===== src/rtl/bcd_disp_pkg.sv =====
// Shared types and segment constants for the multiplexed two-digit BCD display.
package bcd_disp_pkg;

    // Refresh slot sequence; each slot owns the shared segment lines for a while.
    typedef enum logic [1:0] {
        ShowLsb  = 2'd0,
        GapToMsb = 2'd1,
        ShowMsb  = 2'd2,
        GapToLsb = 2'd3
    } disp_state_e;

    // Logical (active-high) segment patterns, bit order {g,f,e,d,c,b,a}.
    localparam logic [6:0] SEG_0    = 7'h3F;
    localparam logic [6:0] SEG_1    = 7'h06;
    localparam logic [6:0] SEG_2    = 7'h5B;
    localparam logic [6:0] SEG_3    = 7'h4F;
    localparam logic [6:0] SEG_4    = 7'h66;
    localparam logic [6:0] SEG_5    = 7'h6D;
    localparam logic [6:0] SEG_6    = 7'h7D;
    localparam logic [6:0] SEG_7    = 7'h07;
    localparam logic [6:0] SEG_8    = 7'h7F;
    localparam logic [6:0] SEG_9    = 7'h6F;
    localparam logic [6:0] SEG_DASH = 7'h40;
    localparam logic [6:0] SEG_OFF  = 7'h00;

endpackage


===== src/rtl/bcd_to_seg7.sv =====
// Combinational BCD digit to logical 7-segment pattern; non-BCD codes show a dash.
module bcd_to_seg7
    import bcd_disp_pkg::*;
(
    input  logic [3:0] i_digit,
    output logic [6:0] o_seg
);

    // Table lookup; 10..15 fall through to the dash.
    always_comb begin
        o_seg = SEG_DASH;
        case (i_digit)
            4'd0:    o_seg = SEG_0;
            4'd1:    o_seg = SEG_1;
            4'd2:    o_seg = SEG_2;
            4'd3:    o_seg = SEG_3;
            4'd4:    o_seg = SEG_4;
            4'd5:    o_seg = SEG_5;
            4'd6:    o_seg = SEG_6;
            4'd7:    o_seg = SEG_7;
            4'd8:    o_seg = SEG_8;
            4'd9:    o_seg = SEG_9;
            default: o_seg = SEG_DASH;
        endcase
    end

endmodule


===== src/rtl/bcd_seg_mux.sv =====
// Snapshots a two-digit BCD value and drives a time-multiplexed 7-segment display
// with dead-time gaps, optional leading-zero blanking and a sticky invalid-digit flag.
module bcd_seg_mux
    import bcd_disp_pkg::*;
#(
    parameter int unsigned REFRESH_DIV  = 50000,
    parameter int unsigned GAP_CYCLES   = 8,
    parameter int unsigned COMMON_ANODE = 1
) (
    input  logic       clk,
    input  logic       reset,
    input  logic [3:0] bcd_lsb,
    input  logic [3:0] bcd_msb,
    input  logic       load,
    input  logic       blank_lz,
    output logic [6:0] seg,
    output logic [1:0] an,
    output logic       frame_tick,
    output logic       err
);

    localparam int unsigned CntMax = (REFRESH_DIV > GAP_CYCLES) ? REFRESH_DIV : GAP_CYCLES;
    localparam int unsigned CntW   = (CntMax > 1) ? $clog2(CntMax) : 1;

    localparam logic [CntW-1:0] ShowLast = CntW'(REFRESH_DIV - 1);
    localparam logic [CntW-1:0] GapLast  = CntW'(GAP_CYCLES - 1);

    // Physical polarity masks: common anode pins are active-low.
    localparam logic [6:0] SegInv = (COMMON_ANODE != 0) ? 7'h7F : 7'h00;
    localparam logic [1:0] AnInv  = (COMMON_ANODE != 0) ? 2'b11 : 2'b00;

    disp_state_e     r_state, w_state_d;
    logic [CntW-1:0] r_cnt, w_cnt_d;
    logic [3:0]      r_snap_lsb, r_snap_msb;
    logic            r_err;
    logic [6:0]      r_seg;
    logic [1:0]      r_an;
    logic            r_frame_tick;

    logic [3:0]      w_digit;
    logic [6:0]      w_seg7;
    logic [6:0]      w_seg_log;
    logic [1:0]      w_an_log;
    logic            w_tick;

    // Snapshot registers and the sticky invalid-digit flag.
    always_ff @(posedge clk) begin
        if (reset) begin
            r_snap_lsb <= 4'd0;
            r_snap_msb <= 4'd0;
            r_err      <= 1'b0;
        end else if (load) begin
            r_snap_lsb <= bcd_lsb;
            r_snap_msb <= bcd_msb;
            r_err      <= r_err | (bcd_lsb > 4'd9) | (bcd_msb > 4'd9);
        end
    end

    // Slot state and slot counter register.
    always_ff @(posedge clk) begin
        if (reset) begin
            r_state <= ShowLsb;
            r_cnt   <= '0;
        end else begin
            r_state <= w_state_d;
            r_cnt   <= w_cnt_d;
        end
    end

    // Next slot: advance when the counter reaches the slot length, restarting the count.
    always_comb begin
        w_state_d = r_state;
        w_cnt_d   = r_cnt + 1'b1;
        unique case (r_state)
            ShowLsb: begin
                if (r_cnt == ShowLast) begin
                    w_state_d = GapToMsb;
                    w_cnt_d   = '0;
                end
            end
            GapToMsb: begin
                if (r_cnt == GapLast) begin
                    w_state_d = ShowMsb;
                    w_cnt_d   = '0;
                end
            end
            ShowMsb: begin
                if (r_cnt == ShowLast) begin
                    w_state_d = GapToLsb;
                    w_cnt_d   = '0;
                end
            end
            GapToLsb: begin
                if (r_cnt == GapLast) begin
                    w_state_d = ShowLsb;
                    w_cnt_d   = '0;
                end
            end
        endcase
    end

    assign w_digit = (r_state == ShowMsb) ? r_snap_msb : r_snap_lsb;

    bcd_to_seg7 u_dec (
        .i_digit (w_digit),
        .o_seg   (w_seg7)
    );

    // Logical pin values for the current slot; gaps and a blanked tens digit are dark.
    always_comb begin
        w_seg_log = SEG_OFF;
        w_an_log  = 2'b00;
        w_tick    = (r_state == ShowLsb) && (r_cnt == '0);
        unique case (r_state)
            ShowLsb: begin
                w_seg_log = w_seg7;
                w_an_log  = 2'b01;
            end
            ShowMsb: begin
                if (!(blank_lz && (r_snap_msb == 4'd0))) begin
                    w_seg_log = w_seg7;
                    w_an_log  = 2'b10;
                end
            end
            default: begin
                w_seg_log = SEG_OFF;
                w_an_log  = 2'b00;
            end
        endcase
    end

    // Output registers at physical polarity.
    always_ff @(posedge clk) begin
        if (reset) begin
            r_seg        <= SEG_OFF ^ SegInv;
            r_an         <= 2'b00 ^ AnInv;
            r_frame_tick <= 1'b0;
        end else begin
            r_seg        <= w_seg_log ^ SegInv;
            r_an         <= w_an_log ^ AnInv;
            r_frame_tick <= w_tick;
        end
    end

    assign seg        = r_seg;
    assign an         = r_an;
    assign frame_tick = r_frame_tick;
    assign err        = r_err;

endmodule


===== config.mk =====
export PLATFORM = sky130hd
export DESIGN_NAME = bcd_seg_mux
export DESIGN_NICKNAME = d
export VERILOG_FILES = /design/src/rtl/bcd_disp_pkg.sv /design/src/rtl/bcd_to_seg7.sv /design/src/rtl/bcd_seg_mux.sv
export SDC_FILE = /design/constraint.sdc
export NUM_CORES = 1
export LEC_CHECK = 0
export ABC_AREA = 1
export CAP_MARGIN = 5
export CORE_ASPECT_RATIO = 0.9
export CORE_UTILIZATION = 61
export CTS_BUF_LIST = sky130_fd_sc_hd__clkbuf_8
export CTS_CLUSTER_DIAMETER = 120
export DETAILED_ROUTE_END_ITERATION = 10
export GPL_TIMING_DRIVEN = 0
export PLACE_DENSITY = 0.87
export SLEW_MARGIN = 40
export SYNTH_ARGS = -nofsm -noshare
export SYNTH_HDL_FRONTEND = slang
export SYNTH_SLANG_ARGS = --single-unit

===== constraint.sdc =====
create_clock -name clk -period 4.5 [get_ports clk]
set_input_delay 0.9 -clock clk [delete_from_list [all_inputs] [get_ports clk]]
set_output_delay 0.9 -clock clk [all_outputs]
set_load 0.02 [all_outputs]

==> results of run 1 <==
synthesized netlist by cell type:
cell type,instances
nor2_4,3
ha_1,12
inv_1,29
xor2_1,8
nand2_1,45
nor4b_1,1
or2_0,1
or2_2,1
nand3_1,6
o21ai_0,11
buf_2,3
clkbuf_1,1
o22ai_1,2
nand4_1,4
nand3_4,1
o21ai_2,1
nand2_2,5
a21oi_2,1
xnor2_1,3
nor2_2,1
nor3b_1,1
o21ai_1,4
nor2_1,50
nand3_2,2
dfxtp_1,37
inv_2,3
a21oi_1,7
nor3_1,2
registers in the layout, indices dropped and copies added (netlist names):
| register | flops |
|---|---|
| frame_tick | 1 |
| r_snap_lsb | 4 |
| seg | 7 |
| err | 1 |
| an | 2 |
| r_cnt | 16 |
| r_snap_msb | 4 |
| r_state | 2 |
logic make-up after synthesis:
group,after synthesis,synth area share (%)
AND/OR/NAND/NOR,123,30.6
buffers and inverters,36,7.61
adder cells (fa/ha/maj),12,8.22
AO/OA/AOI/OAI,26,7.68
XOR/XNOR,11,5.28
flip-flops,37,40.6
power groups by stage:
stage | combinational [uW] | sequential [uW] | clock [uW]
after global placement | 79.9 | 358 | 0
final | 81.8 | 351 | 206
after CTS | 82.1 | 351 | 209
after global routing | 91.5 | 353 | 224
after detailed placement | 81.0 | 358 | 0
after floorplan | 37.4 | 368 | 0
path summary, 6_finish.rpt:
path / start / to / slack [ps] / cells after the start
worst min-delay path: r_snap_lsb[1] / r_snap_lsb[1] / 470 / 2
worst min register to register: r_snap_lsb[1] / r_snap_lsb[1] / 470 / 2
worst max register to register: r_state[0] / seg[3] / 2520 / 11
worst max-delay path: err / err / 2380 / 1
cell usage in the layout (no fill, tap or decap):
cell / synthesis / routed
o22ai_1: 2 / 2
nand2_2: 5 / 5
inv_2: 3 / 3
or2_0: 1 / 1
nand2_1: 45 / 45
xnor2_1: 3 / 3
o21ai_0: 11 / 11
a21oi_1: 7 / 7
a21oi_2: 1 / 1
clkinv_2: 0 / 1
nor3_1: 2 / 2
ha_1: 12 / 12
clkbuf_8: 0 / 5
nand3_1: 6 / 6
dfxtp_1: 37 / 37
o21ai_2: 1 / 1
nor2_2: 1 / 1
nor2_4: 3 / 3
clkdlybuf4s50_1: 0 / 20
or2_2: 1 / 1
xor2_1: 8 / 8
nor4b_1: 1 / 1
inv_1: 29 / 29
clkbuf_1: 1 / 1
o21ai_1: 4 / 4
nand3_2: 2 / 2
nor3b_1: 1 / 1
nor2_1: 50 / 50
nand4_1: 4 / 4
nand3_4: 1 / 1
buf_2: 3 / 3
routing by layer:
layer / up-vias / global-route usage [%]
met4: 0 / 11.6
met2: 25 / 32.8
met1: 627 / 30.2
met5: - / 0
li1: 811 / -
met3: 8 / 8.65
area by class of cell:
class / instances / area, um^2 / area share, %
plain buffers: 4 / 18.8 / 0.873
clock buffers: 5 / 68.8 / 3.20
clock inverters: 1 / 5.00 / 0.233
inverters: 32 / 120 / 5.59
multi-input cells: 172 / 946 / 44.0
flip-flops and latches: 37 / 741 / 34.5
well taps: 40 / 50.0 / 2.33
repair buffers: 20 / 200 / 9.31
through the flow:
stage / std cells / hold WS, ps
finish: 311 / 472
global route: 311 / 503
CTS: 311 / 464
detailed placement: 305 / 456
global placement: 305 / 446
floorplan: 245 / 435
==> results by group, run 1 <==
Timing
  – Min Tclk post-route: 2120 ps
  – Clk_skew: 6.60 ps
  – Final setup violation count: 0
  – Final Worst Setup Slack: 2380 ps
  – RSZ-0062 raised after global routing: false
  – Fin Setup TNS: 0 ps
  – Worst Max-Slew Pin Slew: 349 ps
  – Slew Limit Fails: 0
  – Fmax achieved: 471 MHz
  – Tcrit/Tclk final: 47.2%
  – Hold Fails Final Rpt: 0
  – Slew headroom: 76.6%

Die
  – Starting Density: 65.4%
  – I/O pin total: 23
  – Die area: 3220 um^2
  – Horiz. Die Dim: 59.7 um
  – Core Area: 2790 um^2
  – Cell Rows: 18
  – Die Height: 53.9 um

Power
  – Cell Pwr Density: 297 nW/um^2
  – Switch share: 24.6%
  – Psw: 157 uW
  – Clk pwr share: 32.2%
  – Power Total: 639 uW
  – Leakage Power: 0.000938 uW
  – VDD IR max: 291 uV
  – Seq pwr share: 55.0%
  – Internal: 482 uW
  – Logic gate share of total power: 12.8%

Finish
  – Area growth from synthesis to layout: 17.8%
  – Final core utilization: 77.0%
  – Layout net count: 296
  – # diodes: 0
  – Post-route cell area: 2150 um^2
  – Number of fill cells: 229
  – Layout cells sized above 1: 9.96%

Job
  – Max-cap violations: 0

Drt
  – Wire length on met2: 1320 um
  – Drt total wl: 3190 um
  – WL met3: 125 um
  – Drt wl/cell: 10.3 um
  – Antenna Nets Post-Route: 0
  – Number of remaining DRC errors: 0
  – DR iter-0 viols: 49
  – Met1 WL: 1670 um
  – Vias: 1,471
  – Uppermost routed layer: met4
  – DR pass1 iterations: 4
  – Via-to-Cell Ratio: 4.73

Outcome
  – Result of the run: finished, final reports clean

Yosys
  – Sequential share of the synthesized area: 40.6%
  – Synthesized cell area: 1830 um^2
  – Synth top area share: 40.6%
  – Post-synth top area cell: dfxtp_1
  – Synth top area cells: dfxtp_1 (41%), nor2_1 (10%), nand2_1 (9.3%), ha_1 (8.2%), inv_1 (6.0%)
  – Syn. warnings: 0
  – Syn Inst Count: 245
  – Yosys cell types: 28
  – Post-Synthesis Net Count: 269
  – FF+latch count, synth: 37
  – Avg Cell Area, Syn: 7.45 um^2

Placement
  – Routability cong.: 0.853
  – Pre-CTS WS: 2540 ps
  – Cell area after placement: 2080 um^2
  – Port bufs: 20
  – DP Wirelength: 2350 um

Clock network
  – Hold_buf cts: 0
  – Number of CTS-inserted buffers: 5
  – CTS H-tree depth: 2
  – Clock latency on the worst-skew pair: 290 ps
  – Post-CTS Resized: 0
  – Clock buffer depth: 2
  – Total clock sinks: 37
  – CTS tree: yes
  – Root buffer cell: clkbuf_8
  – Clock transition at the registers of the reported paths: 70 ps
  – Post-CTS Setup Repair Bufs: 0

Global routing
  – Largest net degree at the start of global routing: 11
  – GR Overflow Total: 0
  – Antenna violations before repair: 0
  – Aggregate global-route resource usage: 23.0%
  – First-pass GRT wire length: 5210 um
  – Vias in the first global route: 1,237

Setup path
  – Crit end category: output port
  – Worst Path Buf+Inv: 1
  – Kind of critical path: flip-flop to output port
  – Crit path required time: 3600 ps
  – Arr. time, crit path: 1220 ps
  – CP peak stage delay: 600 ps
  – Critical path fanouts, max: 2
  – Cell Chain, Critical Path: clkdlybuf4s50_1
  – Slowest CP cell: clkdlybuf4s50_1
  – Nature of the critical path startpoint: flip-flop
  – Crit path max-delay family: buffers and inverters

Hold path
  – Worst hold path class: flip-flop to flip-flop
Note: power is estimated with default switching activity, not from simulation.
==> run 2: changes to the inputs <==
--- a/config.mk
+++ b/config.mk
@@ -8,12 +8,12 @@
 export ABC_AREA = 1
 export CAP_MARGIN = 5
 export CORE_ASPECT_RATIO = 0.9
-export CORE_UTILIZATION = 61
+export CORE_UTILIZATION = 51
 export CTS_BUF_LIST = sky130_fd_sc_hd__clkbuf_8
 export CTS_CLUSTER_DIAMETER = 120
 export DETAILED_ROUTE_END_ITERATION = 10
 export GPL_TIMING_DRIVEN = 0
-export PLACE_DENSITY = 0.87
+export PLACE_DENSITY = 0.77
 export SLEW_MARGIN = 40
 export SYNTH_ARGS = -nofsm -noshare
 export SYNTH_HDL_FRONTEND = slang
==> constraint.sdc (replaced) <==
create_clock -name clk -period 1.9 [get_ports clk]
set_input_delay 0.38 -clock clk [delete_from_list [all_inputs] [get_ports clk]]
set_output_delay 0.38 -clock clk [all_outputs]
set_load 0.02 [all_outputs]
==> run 2 against run 1 <==
  * Sequential cell count is the same
  * Highest routed layer unchanged
  * Non-clock buffer count shrank 1
  * Clock-buffer cell count is the same
  * Clock skew shrank 3.7 ps
  * Final cell count grew 1.6%
  * Combinational power grew 140%
  * Die area grew 19%
  * Sequential share of layout area shrank 0.30 points
  * First-iteration DRC count grew 35%
  * Hold slack lost 82 ps
==> results by group, run 2 (same netlist as run 1, synthesis figures left out) <==
Finish
  – Number of flip-flops in the largest register: 16
  – Reg with most FFs: r_cnt
  – Layout cells sized above 1: 11.0%
  – Non-filler cells, final: 316
  – Most common cell after layout, fill and taps aside: nor2_1
  – Most frequent cells in the layout: nor2_1 (50), nand2_1 (45), dfxtp_1 (36)
  – Final core utilization: 63.8%
  – # diodes: 0
  – Layout net count: 295
  – Area growth from synthesis to layout: 19.0%

Die
  – Die Height: 58.8 um
  – I/O pin total: 23
  – Die area: 3820 um^2
  – Core Area: 3400 um^2
  – Cell Rows: 20
  – Horiz. Die Dim: 65.1 um
  – Starting Density: 53.6%

Timing
  – Worst Max-Slew Pin Slew: 361 ps
  – Tcrit/Tclk final: 93.4%
  – Fmax achieved: 563 MHz
  – Clk_skew: 2.93 ps
  – Final setup violation count: 0
  – RSZ-0062 raised after global routing: false
  – Min Tclk post-route: 1770 ps
  – Hold Fails Final Rpt: 0
  – Slew headroom: 75.8%
  – Slew Limit Fails: 0

Hold path
  – Worst hold path class: input pin to flip-flop

Placement
  – DP Wirelength: 2510 um
  – Placed cell count: 309
  – Port bufs: 20
  – Routability cong.: 0.807

Clock network
  – Clock transition at the registers of the reported paths: 70 ps
  – CTS tree: yes
  – Clock latency on the worst-skew pair: 280 ps
  – Clock buffer depth: 2
  – Number of CTS-inserted buffers: 5
  – Total clock sinks: 37
  – Root buffer cell: clkbuf_8
  – CTS H-tree depth: 2

Power
  – Leakage Power: 0.000942 uW
  – VDD IR max: 564 uV
  – Cell Pwr Density: 709 nW/um^2

Global routing
  – Vias in the first global route: 1,281
  – GR Overflow Total: 0
  – Antenna violations before repair: 0
  – First-pass GRT wire length: 5580 um
  – Largest net degree at the start of global routing: 12
  – Aggregate global-route resource usage: 19.2%

Drt
  – Via-to-Cell Ratio: 4.76
  – DR iter-0 viols: 66
  – DR pass1 iterations: 4
  – Drt wl/cell: 10.2 um
  – Vias: 1,504
  – Drt total wl: 3240 um
  – Antenna Nets Post-Route: 0
  – Number of remaining DRC errors: 0

Setup path
  – Critical path fanouts, max: 10
  – Crit path required time: 2080 ps
  – Kind of critical path: flip-flop to flip-flop
  – Arr. time, crit path: 1950 ps
  – Crit end category: flip-flop
  – Nature of the critical path startpoint: flip-flop

Job
  – Max-cap violations: 0

Outcome
  – Result of the run: finished, final reports clean
-- run 2: final cells by class --
| class | count | area [um^2] |
|---|---|---|
| fillers | 340 | 1230 |
| multi-input cells | 172 | 958 |
| flip-flops and latches | 37 | 742 |
| repair buffers | 20 | 200 |
| inverters | 32 | 120 |
| clock buffers | 5 | 68.8 |
| well taps | 44 | 55.1 |
| clock inverters | 3 | 13.8 |
| plain buffers | 3 | 13.8 |
-- run 2: critical path, stage by stage, from the launching register on --
cell and delay, ps:
dfxtp_2 340, inv_1 130, ha_4 210, nand2_1 60, nand2_1 130, inv_2 70
ha_1 280, or2_2 310, nand2_1 70, nand2_1 60
-- run 2: path summary, 6_finish.rpt --
check                      from             to  slack (ps)  cells after the start
setup / recovery     r_state[0]         seg[3]         130                      9
hold / removal            reset      r_cnt[13]         390                      2
setup reg to reg     r_state[0]         seg[3]         130                      9
hold reg to reg   r_snap_lsb[1]  r_snap_lsb[1]         460                      2
-- run 2: per-layer routing --
layer | share of wire, % | wire, um | GRT usage, % | vias to the layer above
met5 | 0 | 0 | 0 | -
met4 | 1.3 | 42 | 6.52 | 0
met3 | 3.6 | 117 | 4.65 | 5
met2 | 44 | 1420 | 29.3 | 22
met1 | 51 | 1650 | 26.5 | 669
li1 | - | - | - | 808
-- run 2: metrics by stage --
| step | hold WS [ps] | instance area [um^2] | setup slack, ps | setup TNS, ps | power [uW] |
|---|---|---|---|---|---|
| floorplan | 435 | 1830 | 84.6 | 0 | 961 |
| global placement | 446 | 2080 | -17.5 | -17.5 | 1040 |
| detailed placement | 450 | 2080 | -82.3 | -82.3 | 1050 |
| CTS | 404 | 2160 | 38.2 | 0 | 1560 |
| global route | 398 | 2170 | 7.73 | 0 | 1610 |
| finish | 390 | 2170 | 125 | 0 | 1540 |
-- run 2: repair_timing --
| action | in CTS | in global routing |
|---|---|---|
| resized for setup | 2 | 2 |
| hold buffers | 0 | 0 |
| buffers inserted | 0 | 0 |
| endpoints found under the setup margin | 2 | 2 |
-- run 2: power by group --
part           total [uW]  switching, uW  internal, uW
registers             832           19.4           813
clock network         515            266           249
logic                 194            106          87.9
total                1540            392          1150
